## src/rtl/bu_ntt_sched.sv

```systemverilog
// bu_ntt_sched -- iterative in-place NTT/INTT scheduler for one shared butterfly.
//
// Walks all N_LOG2 stages of an N = 2**N_LOG2 point transform held in a
// dual-port synchronous RAM. It issues one butterfly per cycle, and then
// waits for the write-back of the stage before the next stage starts.
//
// Ports:
//   clk_i                  clock, rising edge
//   reset_ni               asynchronous active-low reset
//   start_i                start request, sampled only in IDLE
//   mode_i                 1 = forward NTT (CT), 0 = INTT (GS); latched on start
//   busy_o                 transform in progress (ISSUE or DRAIN)
//   done_o                 one-cycle completion pulse
//   ct_mode_o              latched mode, drives the butterfly ct_mode input
//   stage_o                current stage index, 0-based
//   rd_en_o                read strobe for both RAM ports
//   rd_addr1_o/rd_addr2_o  butterfly operand addresses
//   zeta_idx_o             twiddle ROM index, aligned with rd_en_o
//   wr_en_o                write strobe for both RAM ports
//   wr_addr1_o/wr_addr2_o  write-back addresses for the butterfly outputs
module bu_ntt_sched #(
    parameter int N_LOG2     = 8,
    parameter int BU_LATENCY = 2
) (
    input  logic                      clk_i,
    input  logic                      reset_ni,
    input  logic                      start_i,
    input  logic                      mode_i,
    output logic                      busy_o,
    output logic                      done_o,
    output logic                      ct_mode_o,
    output logic [$clog2(N_LOG2)-1:0] stage_o,
    output logic                      rd_en_o,
    output logic [N_LOG2-1:0]         rd_addr1_o,
    output logic [N_LOG2-1:0]         rd_addr2_o,
    output logic [N_LOG2-1:0]         zeta_idx_o,
    output logic                      wr_en_o,
    output logic [N_LOG2-1:0]         wr_addr1_o,
    output logic [N_LOG2-1:0]         wr_addr2_o
);

    // The RAM read costs one cycle and the butterfly adds BU_LATENCY more.
    localparam int WB_DELAY = 1 + BU_LATENCY;
    localparam int STG_W    = $clog2(N_LOG2);
    localparam int BF_W     = N_LOG2 - 1;
    localparam int CNT_W    = $clog2(WB_DELAY + 1);
    localparam int SR_W     = 2 * N_LOG2 + 1;

    localparam logic [STG_W-1:0]  LAST_STAGE = STG_W'(N_LOG2 - 1);
    localparam logic [BF_W-1:0]   LAST_BFLY  = '1;
    localparam logic [CNT_W-1:0]  DRAIN_LOAD = CNT_W'(WB_DELAY);
    localparam logic [CNT_W-1:0]  CNT_ONE    = CNT_W'(1);
    localparam logic [N_LOG2-1:0] ONE        = N_LOG2'(1);

    typedef enum logic [1:0] {
        S_IDLE  = 2'd0,
        S_ISSUE = 2'd1,
        S_DRAIN = 2'd2,
        S_DONE  = 2'd3
    } state_t;

    state_t            state_q, state_d;
    logic              mode_q,  mode_d;
    logic [STG_W-1:0]  stage_q, stage_d;
    logic [BF_W-1:0]   bfly_q,  bfly_d;
    logic [CNT_W-1:0]  cnt_q,   cnt_d;

    // ---------------------------------------------------------------- state register
    always_ff @(posedge clk_i or negedge reset_ni) begin
        if (!reset_ni) begin
            state_q <= S_IDLE;
            mode_q  <= 1'b0;
            stage_q <= '0;
            bfly_q  <= '0;
            cnt_q   <= '0;
        end else begin
            state_q <= state_d;
            mode_q  <= mode_d;
            stage_q <= stage_d;
            bfly_q  <= bfly_d;
            cnt_q   <= cnt_d;
        end
    end

    // ---------------------------------------------------------------- next state
    always_comb begin
        state_d = state_q;
        mode_d  = mode_q;
        stage_d = stage_q;
        bfly_d  = bfly_q;
        cnt_d   = cnt_q;
        case (state_q)
            S_IDLE: begin
                if (start_i) begin
                    state_d = S_ISSUE;
                    mode_d  = mode_i;
                    stage_d = '0;
                    bfly_d  = '0;
                end
            end
            S_ISSUE: begin
                bfly_d = bfly_q + 1'b1;
                if (bfly_q == LAST_BFLY) begin
                    state_d = S_DRAIN;
                    cnt_d   = DRAIN_LOAD;
                end
            end
            S_DRAIN: begin
                // WB_DELAY drain cycles: the last write of this stage lands in
                // the final drain cycle, so the next read is hazard-free.
                cnt_d = cnt_q - 1'b1;
                if (cnt_q == CNT_ONE) begin
                    if (stage_q == LAST_STAGE) begin
                        state_d = S_DONE;
                    end else begin
                        state_d = S_ISSUE;
                        stage_d = stage_q + 1'b1;
                        bfly_d  = '0;
                    end
                end
            end
            S_DONE: begin
                state_d = S_IDLE;
            end
            default: begin
                state_d = S_IDLE;
            end
        endcase
    end

    // ---------------------------------------------------------------- outputs
    logic [STG_W-1:0]  len_log2;
    logic [N_LOG2-1:0] bfly_w;
    logic [N_LOG2-1:0] len_w;
    logic [N_LOG2-1:0] grp;
    logic [N_LOG2-1:0] off;
    logic [N_LOG2-1:0] a1;
    logic [N_LOG2-1:0] a2;
    logic [N_LOG2-1:0] zeta;
    logic              rd_en;

    always_comb begin
        rd_en  = (state_q == S_ISSUE);
        busy_o = (state_q == S_ISSUE) || (state_q == S_DRAIN);
        done_o = (state_q == S_DONE);

        // CT halves the span every stage, GS doubles it.
        len_log2 = mode_q ? (LAST_STAGE - stage_q) : stage_q;
        bfly_w   = N_LOG2'(bfly_q);
        len_w    = ONE << len_log2;
        grp      = bfly_w >> len_log2;
        off      = bfly_w & (len_w - ONE);
        a1       = ((grp << len_log2) << 1) | off;
        // addr1 has the len bit clear, so OR is the same as adding len.
        a2       = a1 | len_w;
        // N/(2*len) + group
        zeta     = (ONE << (LAST_STAGE - len_log2)) + grp;

        rd_en_o    = rd_en;
        rd_addr1_o = rd_en ? a1   : '0;
        rd_addr2_o = rd_en ? a2   : '0;
        zeta_idx_o = rd_en ? zeta : '0;
        ct_mode_o  = mode_q;
        stage_o    = stage_q;
    end

    // ---------------------------------------------------------------- write-back delay line
    // {valid, addr1, addr2} travels WB_DELAY cycles alongside the data path and
    // is never stalled, so write-back tracks the read issue exactly.
    logic [SR_W-1:0] sr_q [WB_DELAY];

    generate
        for (genvar gi = 0; gi < WB_DELAY; gi++) begin : g_wb
            always_ff @(posedge clk_i or negedge reset_ni) begin
                if (!reset_ni) begin
                    sr_q[gi] <= '0;
                end else begin
                    if (gi == 0) begin
                        sr_q[gi] <= {rd_en_o, rd_addr1_o, rd_addr2_o};
                    end else begin
                        sr_q[gi] <= sr_q[(gi == 0) ? 0 : gi - 1];
                    end
                end
            end
        end
    endgenerate

    always_comb begin
        wr_en_o    = sr_q[WB_DELAY-1][SR_W-1];
        wr_addr1_o = sr_q[WB_DELAY-1][2*N_LOG2-1:N_LOG2];
        wr_addr2_o = sr_q[WB_DELAY-1][N_LOG2-1:0];
    end

endmodule
```

## config.mk

```make
export PLATFORM = sky130hd
export DESIGN_NAME = bu_ntt_sched
export DESIGN_NICKNAME = d
export VERILOG_FILES = /design/src/rtl/bu_ntt_sched.sv
export SDC_FILE = /design/constraint.sdc
export NUM_CORES = 1
export LEC_CHECK = 0
export BUFFER_PORTS_ARGS = -buffer_cell sky130_fd_sc_hd__buf_4
export CAP_MARGIN = 20
export CORE_MARGIN = 2
export CORE_UTILIZATION = 58
export CTS_CLUSTER_SIZE = 16
export DETAILED_ROUTE_END_ITERATION = 10
export PLACE_DENSITY_LB_ADDON = 0.12
export SLEW_MARGIN = 10
export SYNTH_ARGS = -nofsm -noshare
export SYNTH_HDL_FRONTEND = slang
export SYNTH_SLANG_ARGS = --single-unit
```

## constraint.sdc

```tcl
create_clock -name clk_i -period 2.85 [get_ports clk_i]
set_input_delay 0 -clock clk_i [delete_from_list [all_inputs] [get_ports clk_i]]
set_output_delay 0 -clock clk_i [all_outputs]
set_load 0.01 [all_outputs]
```

---- After elaboration in Yosys (flattened, before gate mapping) ----
Index checks and enable logic that the tools add are counted.
operators by class
  bitwise operators ....................... 3
  equal/unequal tests ..................... 10
  reductions and logical operators ........ 10
  shift operators ......................... 4
  add/subtract/negate cells ............... 7
  muxes and demuxes ....................... 19
operator list
  operator             count
  $mux 8               3
  $mux 7               3
  $pmux 7 s3           1
  $or 8x8->8           2
  $shl 1x3->8 const A  2
  $mux 3               4
  $mux 2               5
  $add 8x8->8          1
  $and 7x8->8          1
  $pmux 2 s4           1
  $reduce_and 4->1     2
  $shl 8x3->7          1
  $shr 7x3->8          1
  $sub 8x1->8 const B  1
  $add 7x1->7 const B  1
  $eq 7x7->1 const B   1
  $ne 2x2->1 const B   3
  $pmux 3 s2           1
  $sub 3x3->3 const A  2
  $eq 2x1->1 const B   2
  $eq 2x2->1 const B   2
  $pmux 2 s2           1
  $reduce_and 2->1     2
  $reduce_bool 2->1    2
  other kinds (8)      8
storage, ports and cells
  input port bits ......................... 4
  bits in registers ....................... 66
  logic and storage cells ................. 61

---- Logic depth before layout (Yosys ltp) ----
Gate-level depths: netlist of the first run.
  depth in word-level cells ............... 8
  depth in mapped cells ................... 14

---- Worst setup path before layout of the first run ----
OpenSTA, ideal clock, no wires.
  kind .................................... register to output
  from .................................... register stage_q[1], in the netlist stage_o[1]
  to ...................................... output zeta_idx_o[4]
  slack ................................... 0.064 ns
  buffers on the path ..................... 2
  stages on the path, launching flop included .. 14
  data arrival time ....................... 2.786 ns
  required time ........................... 2.850 ns
  path through ............................ dfrtp_1 > buf_2 > buf_2 > mux2_2 > o2bb2ai_1 > or2_1 > mux2i_1 > ha_1 > fa_1 > nor3_1 > nor2_1 > o41ai_2 > xor2_1 > nor2_1
on the way
  longest elaborated chain between the ends .. 6
RTL lines
  element                 RTL line  RTL
  from (decl)             64        logic [STG_W-1:0] stage_q, stage_d;
  from (signal assigned)  79        stage_q <= stage_d;
  $sub 3x3->3             148       len_log2 = mode_q ? (LAST_STAGE - stage_q) : stage_q;
  $mux 3 (*)              148
  $sub 3x3->3             157       zeta = (ONE << (LAST_STAGE - len_log2)) + grp;
  $shl 1x3->8             157
  $add 8x8->8 (*)         157
  $mux 8 (*)              162       zeta_idx_o = rd_en ? zeta : '0;
  to (decl)               36        output logic [N_LOG2-1:0] zeta_idx_o,
Every way passes the cells marked *; elsewhere a longest branch is shown, timed or not.

---- Worst setup path in the final report of the first run ----
  from .................................... register stage_q[1], in the netlist stage_o[1]
  to ...................................... output rd_addr2_o[2]
on the way
  longest elaborated chain between the ends .. 8
RTL lines
  element         RTL line  RTL
  $sub 3x3->3     148
  $mux 3 (*)      148
  $shl 1x3->8     150       len_w = ONE << len_log2;
  $sub 8x1->8     152       off = bfly_w & (len_w - ONE);
  $and 7x8->8     152
  $or 8x8->8      153       a1 = ((grp << len_log2) << 1) | off;
  $or 8x8->8 (*)  155       a2 = a1 | len_w;
  $mux 8 (*)      161       rd_addr2_o = rd_en ? a2 : '0;
  to (decl)       35        output logic [N_LOG2-1:0] rd_addr2_o,
Marks and branches as above.

==> flow_summary_export.csv, run 1 <==
group,metric,value,unit
status,status,"finished with violations",
status,violations,"setup timing",
pwr,p_clk_frac,0.480,
setup_path,crit_path_cell_trace,"buf_6 > xor2_4 > nor2_2 > a221oi_4 > mux2i_4 > buf_4 > buf_4 > buf_4 > buf_4 > buf_4 > buf_4 > a21bo_1 > o221a_1 > buf_6",
finish,fin_util,0.810,
floorplanning,start_util,0.594,
finish,nets,483,
route,ant_nets,0,
pwr,p_sw_frac,0.218,
route,first_iter_violations,288,
yosys,yosysTopAreaCell,"dfrtp_1",
global_routing,grt_start_max_net_pins,67,
yosys,avgSynthCellArea,10.0,um^2
finish,syn_to_final_growth,36.4,%
floorplanning,core-area,6280,um^2
setup_path,path_buf_inv,8,
placed_design,numPortBuffers,51,
setup_path,critical_path_class,"flip-flop to output pin",
timing,max_freq,326,MHz
yosys,yosysSeqAreaShare,0.443,
pwr,finalPower,1.84,mW
global_routing,grt_pass1_wl,16100,um
yosys,synthArstFlopShare,1.00,
finish,regArea,1660,um^2
setup_path,critPathCaptureType,"output pin",
route,vias,3352,
yosys,synth_area,3730,um^2
floorplanning,die_height,84.2,um
setup_path,slowest_delay,0.47,ns
route,wire_per_inst,20.3,um
setup_path,crit_family,"buffers and inverters",
clocking,path_clk_slew,0.08,ns
hold_path,hp-class,"primary input to flip-flop",
clocking,htree_num_levels,3,
yosys,syn_nets,392,
clocking,cts.path.max_buffers,2,
yosys,synthFlopType,"dfrtp_1",
timing,relSlewSlack,0.470,
pwr,seqPwrFrac,0.508,
setup_path,slowest_stage,"dfrtp_2",
setup_path,crit_fanout,6,
timing,post-route-min-period,3.06,ns
finish,layout_common_cells,"105 x buf_4, 60 x dfrtp_1, 31 x nand2_1",
global_routing,antenna_found_initial,0,
yosys,ys_ff_latch,66,
floorplanning,die_w,84.2,um
clocking,numClockSinks,66,
yosys,synth.distinct_cells,67,
setup_path,cp-start-kind,"flip-flop",
timing,drv_slew,0,
clocking,cts_buffers,9,
pwr,switchingPower,0.402,mW
finish,mostFrequentLayoutCell,"buf_4",
finish,antenna_cells,0,
yosys,synth_cells,372,
yosys,synth_edf_count,0,
route,routed_via_density,6.15,
finish,multi_input_area,2070,um^2
pwr,power.internal,1.44,mW
yosys,synth_area_leaders,"dfrtp_1 44%, ha_1 5.0%, buf_4 3.6%, nand2_1 3.4%, mux2i_1 3.0%",
route,drt_wl_total,11100,um
timing,hold_viol,0,
route,drc,0,
setup_path,cp_common_cell,"buf_4",
pwr,powerDensity,362,nW/um^2
finish,stdcell_count,545,
placed_design,dp_cells,494,
yosys,yosysTopAreaCellShare,0.443,
global_routing,grt_overflow,0,
timing,setup_ws,-0.215,ns
pwr,leakage,2.18,nW
yosys,yosysWarnings,0,
timing,clock-skew-final,0.0121,ns
timing,whs,0.0663,ns
pwr,irDropWorstVdd,408,uV
floorplanning,num_io_pins,52,
pwr,pwr-share-comb,0.012,
timing,setup_viol,10,
clocking,insertion_delay,0.35,ns
clocking,cts_tree,"yes",
placed_design,gp_congestion,0.940,
finish,drive_gt1_frac,0.425,
timing,worst_pin_slew,0.795,ns
timing,fin_crit_sh,1.08,
timing,rsz0062_at_grt,"yes",
floorplanning,dieArea,7090,um^2
finish,n_fill_cell,398,
flow_run,drv_cap,0,
setup_path,critPathRequiredTime,2.85,ns
route,dr.pass1.iters,5,
clocking,cts_root_buf,"clkbuf_8",
floorplanning,rows,29,
setup_path,arrival,3.06,ns
global_routing,grt_pass1_vias,3193,
global_routing,grt_usage,0.293,
placed_design,hpwl,6470,um
kinds of logic (layout without fill, tap and decap cells):
kind of cell,Yosys count,after routing,synth area share
fa+ha+maj,16,16,0.0557
mux,13,13,0.0356
flops,66,66,0.443
buf+inv,53,149,0.0758
compound gates,93,93,0.201
simple gates,122,122,0.160
xor+xnor,9,9,0.0292
cell usage after synthesis, types with 7 or more instances:
library cell / instances
a21oi_1: 12
mux2i_1: 11
ha_1: 15
buf_2: 7
dfrtp_1: 66
inv_1: 14
nor2_1: 29
o21ai_0: 20
nor2b_1: 9
buf_4: 18
nand3_1: 13
nand2_1: 34
clkbuf_1: 13
metrics by stage:
| stage | worst slack [ns] | instance area [um^2] | setup TNS [ns] |
|---|---|---|---|
| floorplan | 0.0642 | 3730 | 0 |
| global route | -0.313 | 5090 | -2.20 |
| detailed placement | -0.00148 | 4240 | -0.00148 |
| finish | -0.215 | 5090 | -1.16 |
| CTS | -0.0560 | 4840 | -0.100 |
| global placement | 0.0939 | 4240 | 0 |
power by group through the flow:
| stage | clock network (mW) | logic, mW | registers, mW |
|---|---|---|---|
| floorplan | 0 | 0.000218 | 0.954 |
| global placement | 0 | 0.0207 | 0.954 |
| detailed placement | 0 | 0.0214 | 0.954 |
| CTS | 0.898 | 0.0235 | 0.936 |
| global route | 0.936 | 0.0268 | 0.935 |
| finish | 0.885 | 0.0222 | 0.936 |
registers in the layout, indices dropped and copies added, names as in the netlist:
| signal | count |
|---|---|
| bfly_q | 7 |
| cnt_q | 2 |
| ct_mode_o | 1 |
| sr_q | 34 |
| stage_o | 3 |
| state_q | 2 |
| wr_addr1_o | 8 |
| wr_addr2_o | 8 |
| wr_en_o | 1 |
path summary, 6_finish.rpt:
path	to	from	depth (start not counted)	slack, ns
worst max register to register	sr_q[36]	stage_o[1]	14	0.01
min in group asynchronous	state_q[1]	reset_ni	2	0.29
max in group asynchronous	stage_o[2]	reset_ni	2	2.01
worst max-delay path	rd_addr2_o[2]	stage_o[1]	14	-0.21
worst min register to register	wr_en_o	sr_q[33]	0	0.35
worst min-delay path	ct_mode_o	start_i	3	0.07
area by class of cell:
class,count,area share
clock buffers,9,0.0243
repair buffers,119,0.193
well taps,77,0.0189
flip-flops and latches,66,0.326
multi-input cells,253,0.407
clock inverters,7,0.0202
inverters,14,0.0103
repair_timing:
item                       in CTS  in global routing
hold endpoints to repair       67                  0
gates resized for setup        52                 27
pin swaps                      15                  8
setup endpoints to repair       9                 13
buffers inserted               18                 15
gates cloned                    1                  0
hold buffers                    2                  0
worst min-delay path: stages:
cell	delay [ns]
buf_4	0.11
nand2_1	0.06
mux2_2	0.20
routing by layer:
layer  vias up  part of all wire  wire length (um)  global-route usage
li1       1493                 -                 -                   -
met1      1595              0.40              4430               0.397
met2       204              0.47              5230               0.456
met3        60             0.075               825              0.0669
met4         0             0.051               566               0.129
met5         -                 0                 0                   0
Power figures use the tool's default switching activity.
==> inputs of run 2 (changes only) <==
--- a/config.mk
+++ b/config.mk
@@ -11,7 +11,9 @@
 export CORE_UTILIZATION = 58
 export CTS_CLUSTER_SIZE = 16
 export DETAILED_ROUTE_END_ITERATION = 10
-export PLACE_DENSITY_LB_ADDON = 0.12
+export GPL_TIMING_DRIVEN = 0
+export PLACE_DENSITY = 0.8
+export SKIP_LAST_GASP = 1
 export SLEW_MARGIN = 10
 export SYNTH_ARGS = -nofsm -noshare
 export SYNTH_HDL_FRONTEND = slang
==> run 2 against run 1 <==
Compared with the run above:
- the flow still finishes with violations (setup timing)
- flip-flop and latch count unchanged
- cell count decreased by 0.37%
- non-clock buffer count decreased by 2
- critical path depth decreased by 1
- routed wire length decreased by 5.7%
- sequential power about the same
==> flow_summary_export.csv, run 2 (synthesized netlist as in run 1, its figures left out) <==
group,metric,value,unit
setup_path,worstReg2RegEnd,"state_q[1]",
global_routing,grt_usage,0.303,
setup_path,crit_path_start,"stage_o[1]",
finish,drive_gt1_frac,0.380,
timing,fin_crit_sh,1.10,
timing,hold_viol,0,
finish,layout_common_cells,"91 x buf_4, 65 x dfrtp_1, 34 x nand2_1",
floorplanning,die_height,84.2,um
pwr,pwr-share-comb,0.013,
finish,top_register,"sr_q",
status,violations,"setup timing",
setup_path,ff2ff_setup_slack,0.26,ns
hold_path,worst_hold_startpoint,"start_i",
route,wire_per_inst,19.2,um
setup_path,cp-start-kind,"flip-flop",
placed_design,gp_congestion,0.936,
placed_design,numPortBuffers,51,
hold_path,min_to,"ct_mode_o",
setup_path,arrival,3.13,ns
timing,setup_ws,-0.276,ns
timing,drv_slew,0,
timing,clock-skew-final,0.0132,ns
route,routed_via_density,6.14,
placed_design,place_ws,-0.347,ns
route,drt_wl_total,10400,um
finish,mostFrequentLayoutCell,"buf_4",
timing,setup_viol,9,
global_routing,top_usage_layer,"met2",
clocking,cts_buffers,9,
setup_path,critPathRequiredTime,2.85,ns
pwr,p_sw_frac,0.228,
clocking,insertion_delay,0.35,ns
route,dr.pass1.iters,6,
global_routing,use_met1,0.397,
finish,antenna_cells,0,
pwr,powerDensity,359,nW/um^2
finish,stdcell_count,543,
clocking,path_clk_slew,0.07,ns
finish,nets,481,
floorplanning,start_util,0.594,
route,vias,3332,
placed_design,dp_cells,500,
pwr,p_clk_frac,0.460,
route,drc,0,
timing,relSlewSlack,0.464,
clocking,htree_num_levels,3,
timing,worst_pin_slew,0.804,ns
timing,max_freq,320,MHz
clocking,cts_root_buf,"clkbuf_8",
pwr,seqPwrFrac,0.528,
global_routing,antenna_found_initial,0,
timing,rsz0062_at_grt,"yes",
floorplanning,num_io_pins,52,
global_routing,grt_use_met3,0.0639,
setup_path,critPathCaptureType,"output pin",
status,status,"finished with violations",
timing,post-route-min-period,3.13,ns
clocking,cts_tree,"yes",
clocking,numClockSinks,66,
floorplanning,rows,29,
pwr,switchingPower,0.404,mW
setup_path,crit_fanout,8,
setup_path,reg2reg_from,"bfly_q[3]",
global_routing,grt_pass1_vias,3307,
hold_path,hp-class,"primary input to flip-flop",
pwr,finalPower,1.77,mW
floorplanning,die_w,84.2,um
route,ant_nets,0,
floorplanning,dieArea,7090,um^2
hold_path,holdPathStages,3,
global_routing,grt_overflow,0,
floorplanning,core-area,6280,um^2
global_routing,use_met2,0.484,
finish,syn_to_final_growth,32.4,%
finish,largest_reg_flops,34,
placed_design,hpwl,6530,um
route,first_iter_violations,272,
pwr,power.internal,1.37,mW
flow_run,drv_cap,0,
clocking,cts.path.max_buffers,2,
pwr,irDropWorstVdd,330,uV
setup_path,critical_path_class,"flip-flop to output pin",
pwr,leakage,2.14,nW
global_routing,grt_pass1_wl,16700,um
setup_path,reg2regPathDepth,7,
global_routing,grt_start_max_net_pins,67,
[run 2: cell type report]
class | instances | area [um^2]
plain buffers | 39 | 294
clock buffers | 10 | 138
clock inverters | 6 | 66.3
fillers | 413 | 1340
inverters | 14 | 52.6
multi-input cells | 253 | 2040
flip-flops and latches | 66 | 1650
well taps | 77 | 96.3
repair buffers | 78 | 599
[run 2: worst max-delay path by stage]
| stage | slack [ns] | depth (start not counted) | to |
|---|---|---|---|
| after floorplan | 0.06 | 13 | zeta_idx_o[4] |
| after global placement | -0.30 | 13 | zeta_idx_o[6] |
| after detailed placement | -0.35 | 13 | zeta_idx_o[6] |
| after CTS | -0.14 | 14 | zeta_idx_o[6] |
| after global routing | -0.39 | 13 | zeta_idx_o[6] |
| final | -0.28 | 13 | zeta_idx_o[6] |
[run 2: critical path, stage by stage, from the launching register on]
cell and delay, ns:
dfrtp_1 0.40, buf_6 0.16, buf_12 0.14, mux2i_2 0.16, a22o_1 0.24, or2_1 0.27, mux2i_2 0.23, ha_2 0.24
fa_2 0.21, nor3_2 0.04, nor2_2 0.12, o41ai_4 0.12, o311ai_2 0.27, buf_4 0.17
[run 2: power by group through the flow]
stage	clock network (mW)	logic, mW	registers, mW
after global routing	0.869	0.0267	0.935
final	0.815	0.0224	0.936
after floorplan	0	0.000218	0.954
after CTS	0.819	0.0235	0.936
after detailed placement	0	0.0212	0.954
after global placement	0	0.0208	0.954
[run 2: what timing repair did]
item,4_1_cts,5_1_grt
setup buffers,19,6
hold endpoints to repair,67,0
pin swaps,24,10
cloned,1,0
gates resized for setup,52,28
hold buffers,2,0
endpoints found under the setup margin,10,14
[run 2: through the flow]
| step | area [um^2] | hold WS (ns) | TNS, ns | utilization |
|---|---|---|---|---|
| 6_report | 4940 | 0.0106 | -1.30 | 0.787 |
| 5_1_grt | 4940 | 0.00530 | -2.17 | 0.787 |
| 4_1_cts | 4790 | 0.00654 | -0.307 | 0.764 |
| 3_5_place_dp | 4210 | 0.131 | -1.09 | 0.671 |
| 3_3_place_gp | 4210 | 0.126 | -0.985 | 0.671 |
| 2_1_floorplan | 3730 | -0.296 | 0 | - |
[run 2: routing by layer]
layer  wire length [um]  vias up
met5                  0        -
met2               5080      192
met4                495        0
met3                767       49
li1                   -     1493
met1               4080     1598
==> inputs of run 3 (changes only) <==
--- a/config.mk
+++ b/config.mk
@@ -5,14 +5,16 @@
 export SDC_FILE = /design/constraint.sdc
 export NUM_CORES = 1
 export LEC_CHECK = 0
+export ABC_AREA = 1
 export BUFFER_PORTS_ARGS = -buffer_cell sky130_fd_sc_hd__buf_4
 export CAP_MARGIN = 20
 export CORE_MARGIN = 2
-export CORE_UTILIZATION = 58
+export CORE_UTILIZATION = 56
+export CTS_CLUSTER_DIAMETER = 100
 export CTS_CLUSTER_SIZE = 16
 export DETAILED_ROUTE_END_ITERATION = 10
 export GPL_TIMING_DRIVEN = 0
-export PLACE_DENSITY = 0.8
+export PLACE_DENSITY = 0.79
 export SKIP_LAST_GASP = 1
 export SLEW_MARGIN = 10
 export SYNTH_ARGS = -nofsm -noshare
==> run 3 against run 2 <==
Compared with the run above:
- the run now ends clean
- synthesized cell count is 0.81% higher
- combinational power hardly changed
- area after synthesis is 12% lower
- cell count is 2.6% lower
- fmax is 15% higher
- core utilization is 4.0 points lower
- routed wire length is 29% lower
- setup slack better by 0.41 ns
- clock skew is 0.0026 ns lower
- critical path depth is 3 higher
- final area is 16% lower
- critical path type unchanged
- largest cell class is now flip-flops and latches
==> flow_summary_export.csv, run 3 <==
group,metric,value,unit
global_routing,grt_usage,0.247,
clocking,cts_tree,"yes",
clocking,htree_num_levels,3,
pwr,pwr-share-comb,0.013,
timing,setup_ws,0.137,ns
pwr,leakage,2.16,nW
hold_path,hp-class,"primary input to flip-flop",
setup_path,arrival,2.71,ns
setup_path,ff2ff_setup_slack,0.69,ns
route,routed_via_density,5.15,
floorplanning,core-area,5570,um^2
yosys,synth_area,3290,um^2
yosys,yosysSeqAreaShare,0.502,
clocking,cts.path.max_buffers,2,
setup_path,critPathCaptureType,"output pin",
global_routing,antenna_found_initial,0,
finish,postLayoutCellArea,4160,um^2
route,ant_nets,0,
timing,setup_viol,0,
yosys,synthSimpleGateAreaFrac,0.247,
setup_path,reg2regPathDepth,7,
floorplanning,dieArea,6510,um^2
yosys,synth.distinct_cells,33,
yosys,ys_ff_latch,66,
timing,max_freq,369,MHz
global_routing,grt_start_max_net_pins,67,
yosys,synthFlopType,"dfrtp_1",
setup_path,cp-start-kind,"flip-flop",
route,vias,2726,
yosys,synth_compound_area_frac,0.0821,
global_routing,grt_pass1_vias,2552,
floorplanning,die_w,80.7,um
clocking,insertion_delay,0.35,ns
pwr,seqPwrFrac,0.562,
timing,fin_crit_sh,0.952,
yosys,synth_area_leaders,"dfrtp_1 50%, nand2_1 8.8%, ha_1 5.7%, inv_1 5.0%, nand3_1 4.6%",
clocking,cts_buffers,9,
timing,clock-skew-final,0.0106,ns
hold_path,holdPathStages,5,
setup_path,critical_path_class,"flip-flop to output pin",
finish,n_fill_cell,433,
yosys,yosysTopAreaCell,"dfrtp_1",
yosys,synth_cells,375,
pwr,power.internal,1.26,mW
pwr,finalPower,1.67,mW
route,drc,0,
yosys,synth_top_family_by_area,"simple AND/OR/NAND/NOR gates",
pwr,powerDensity,400,nW/um^2
setup_path,critPathRequiredTime,2.85,ns
yosys,synth_mux_area_frac,0,
yosys,synthAdderAreaFrac,0.0631,
placed_design,place_ws,0.283,ns
route,wire_per_inst,14.0,um
global_routing,grt_pass1_wl,11900,um
global_routing,grt_overflow,0,
timing,rsz0062_at_grt,"yes",
route,dr.pass1.iters,5,
floorplanning,rows,27,
finish,antenna_cells,0,
pwr,p_sw_frac,0.243,
floorplanning,die_height,80.7,um
finish,mostFrequentLayoutCell,"buf_4",
timing,hold_viol,0,
route,first_iter_violations,133,
yosys,yosysTopAreaCellShare,0.502,
route,drt_wl_total,7420,um
timing,worst_pin_slew,0.808,ns
finish,layout_common_cells,"78 x buf_4, 74 x nand2_1, 64 x dfrtp_1",
timing,drv_slew,0,
yosys,syn_nets,395,
yosys,synthArstFlopShare,1.00,
timing,relSlewSlack,0.462,
placed_design,place_area,3760,um^2
flow_run,drv_cap,0,
yosys,avgSynthCellArea,8.78,um^2
pwr,switchingPower,0.405,mW
yosys,yosysWarnings,0,
yosys,synth_xor_area_frac,0,
floorplanning,start_util,0.590,
timing,post-route-min-period,2.71,ns
yosys,synthTopCellsByCount,"77 x nand2_1, 66 x dfrtp_1, 44 x inv_1",
finish,largest_reg_flops,34,
finish,syn_to_final_growth,26.5,%
pwr,p_clk_frac,0.425,
clocking,cts_root_buf,"clkbuf_8",
setup_path,crit_fanout,8,
yosys,yosysMostFrequentCell,"nand2_1",
clocking,path_clk_slew,0.08,ns
placed_design,gp_congestion,0.867,
finish,drive_gt1_frac,0.326,
placed_design,numPortBuffers,51,
yosys,synth_edf_count,0,
status,status,"completed",
finish,top_register,"sr_q",
pwr,irDropWorstVdd,333,uV
floorplanning,num_io_pins,52,
placed_design,hpwl,5140,um
finish,nets,472,
clocking,numClockSinks,66,
==> run 3: cell types whose count changed in the layout (fill, tap and decap cells not counted), sizes merged, moves of 7 or more <==
cell	change
nor2b	-9
a21oi	+7
buf	-20
inv	+37
nand3	+21
mux2i	-11
clkbuf	-11
nand2	+61
==> run 3: kinds of logic after synthesis <==
| logic type | count (synthesis) |
|---|---|
| buf+inv | 72 |
| compound gates | 46 |
| flops | 66 |
| simple gates | 175 |
| fa+ha+maj | 16 |
==> run 3: cell type report <==
type                    count  area, um^2  share of cell area
flip-flops and latches     66        1650               0.397
multi-input cells         237        1380               0.331
repair buffers             66         505               0.121
inverters                  49         186              0.0448
plain buffers              23         171              0.0412
clock buffers               9         124              0.0298
well taps                  72        90.1              0.0216
clock inverters             7        53.8              0.0129
==> run 3: timing repair <==
item,4_1_cts,5_1_grt
gates resized for setup,3,24
endpoints found under the hold margin,67,0
pin swaps,0,7
endpoints found under the setup margin,3,6
buffers inserted,1,10
hold buffers,4,0
==> run 3: metrics by stage <==
stage,instances,util,hold slack (ns),setup TNS (ns)
after floorplan,375,-,-0.296,0
after global placement,498,0.675,0.131,0
after detailed placement,498,0.675,0.141,0
after CTS,519,0.716,0.143,0
after global routing,529,0.747,0.225,-0.184
final,529,0.747,0.147,0
==> run 3: worst paths after layout <==
path	from	to
min in group asynchronous	reset_ni	state_q[0]
min reg2reg	sr_q[36]	sr_q[19]
max reg2reg	state_q[1]	ct_mode_o
max in group asynchronous	reset_ni	stage_o[1]
min	start_i	state_q[0]
max	ct_mode_o	zeta_idx_o[4]
==> run 3: power groups by stage <==
stage,Combinational [mW],Clock (mW),Sequential [mW]
final,0.0224,0.707,0.936
after global routing,0.0271,0.761,0.935
after detailed placement,0.0215,0,0.954
after CTS,0.0238,0.722,0.936
after floorplan,0.0000683,0,0.954
after global placement,0.0210,0,0.954
==> run 3: worst max-delay path: stages, from the launching register on <==
cell     delay [ns]
dfrtp_2        0.48
inv_4          0.13
nand2_2        0.07
nand2_4        0.08
buf_8          0.13
o21ai_2        0.07
nand2_2        0.08
inv_2          0.04
nand2_2        0.06
nand2_2        0.08
ha_4           0.18
fa_2           0.43
a31oi_2        0.21
nand2_1        0.07
nand2_1        0.06
nor2_1         0.04
buf_4          0.13
==> run 3: routing by layer <==
metal  routed length [um]  share of wire  global-route usage  vias to the layer above
li1                     -              -                   -                     1349
met1                 3280           0.44               0.319                     1268
met2                 3580           0.48               0.401                       93
met3                  420          0.057              0.0753                       16
met4                  137          0.018              0.0729                        0
met5                    0              0                   0                        -
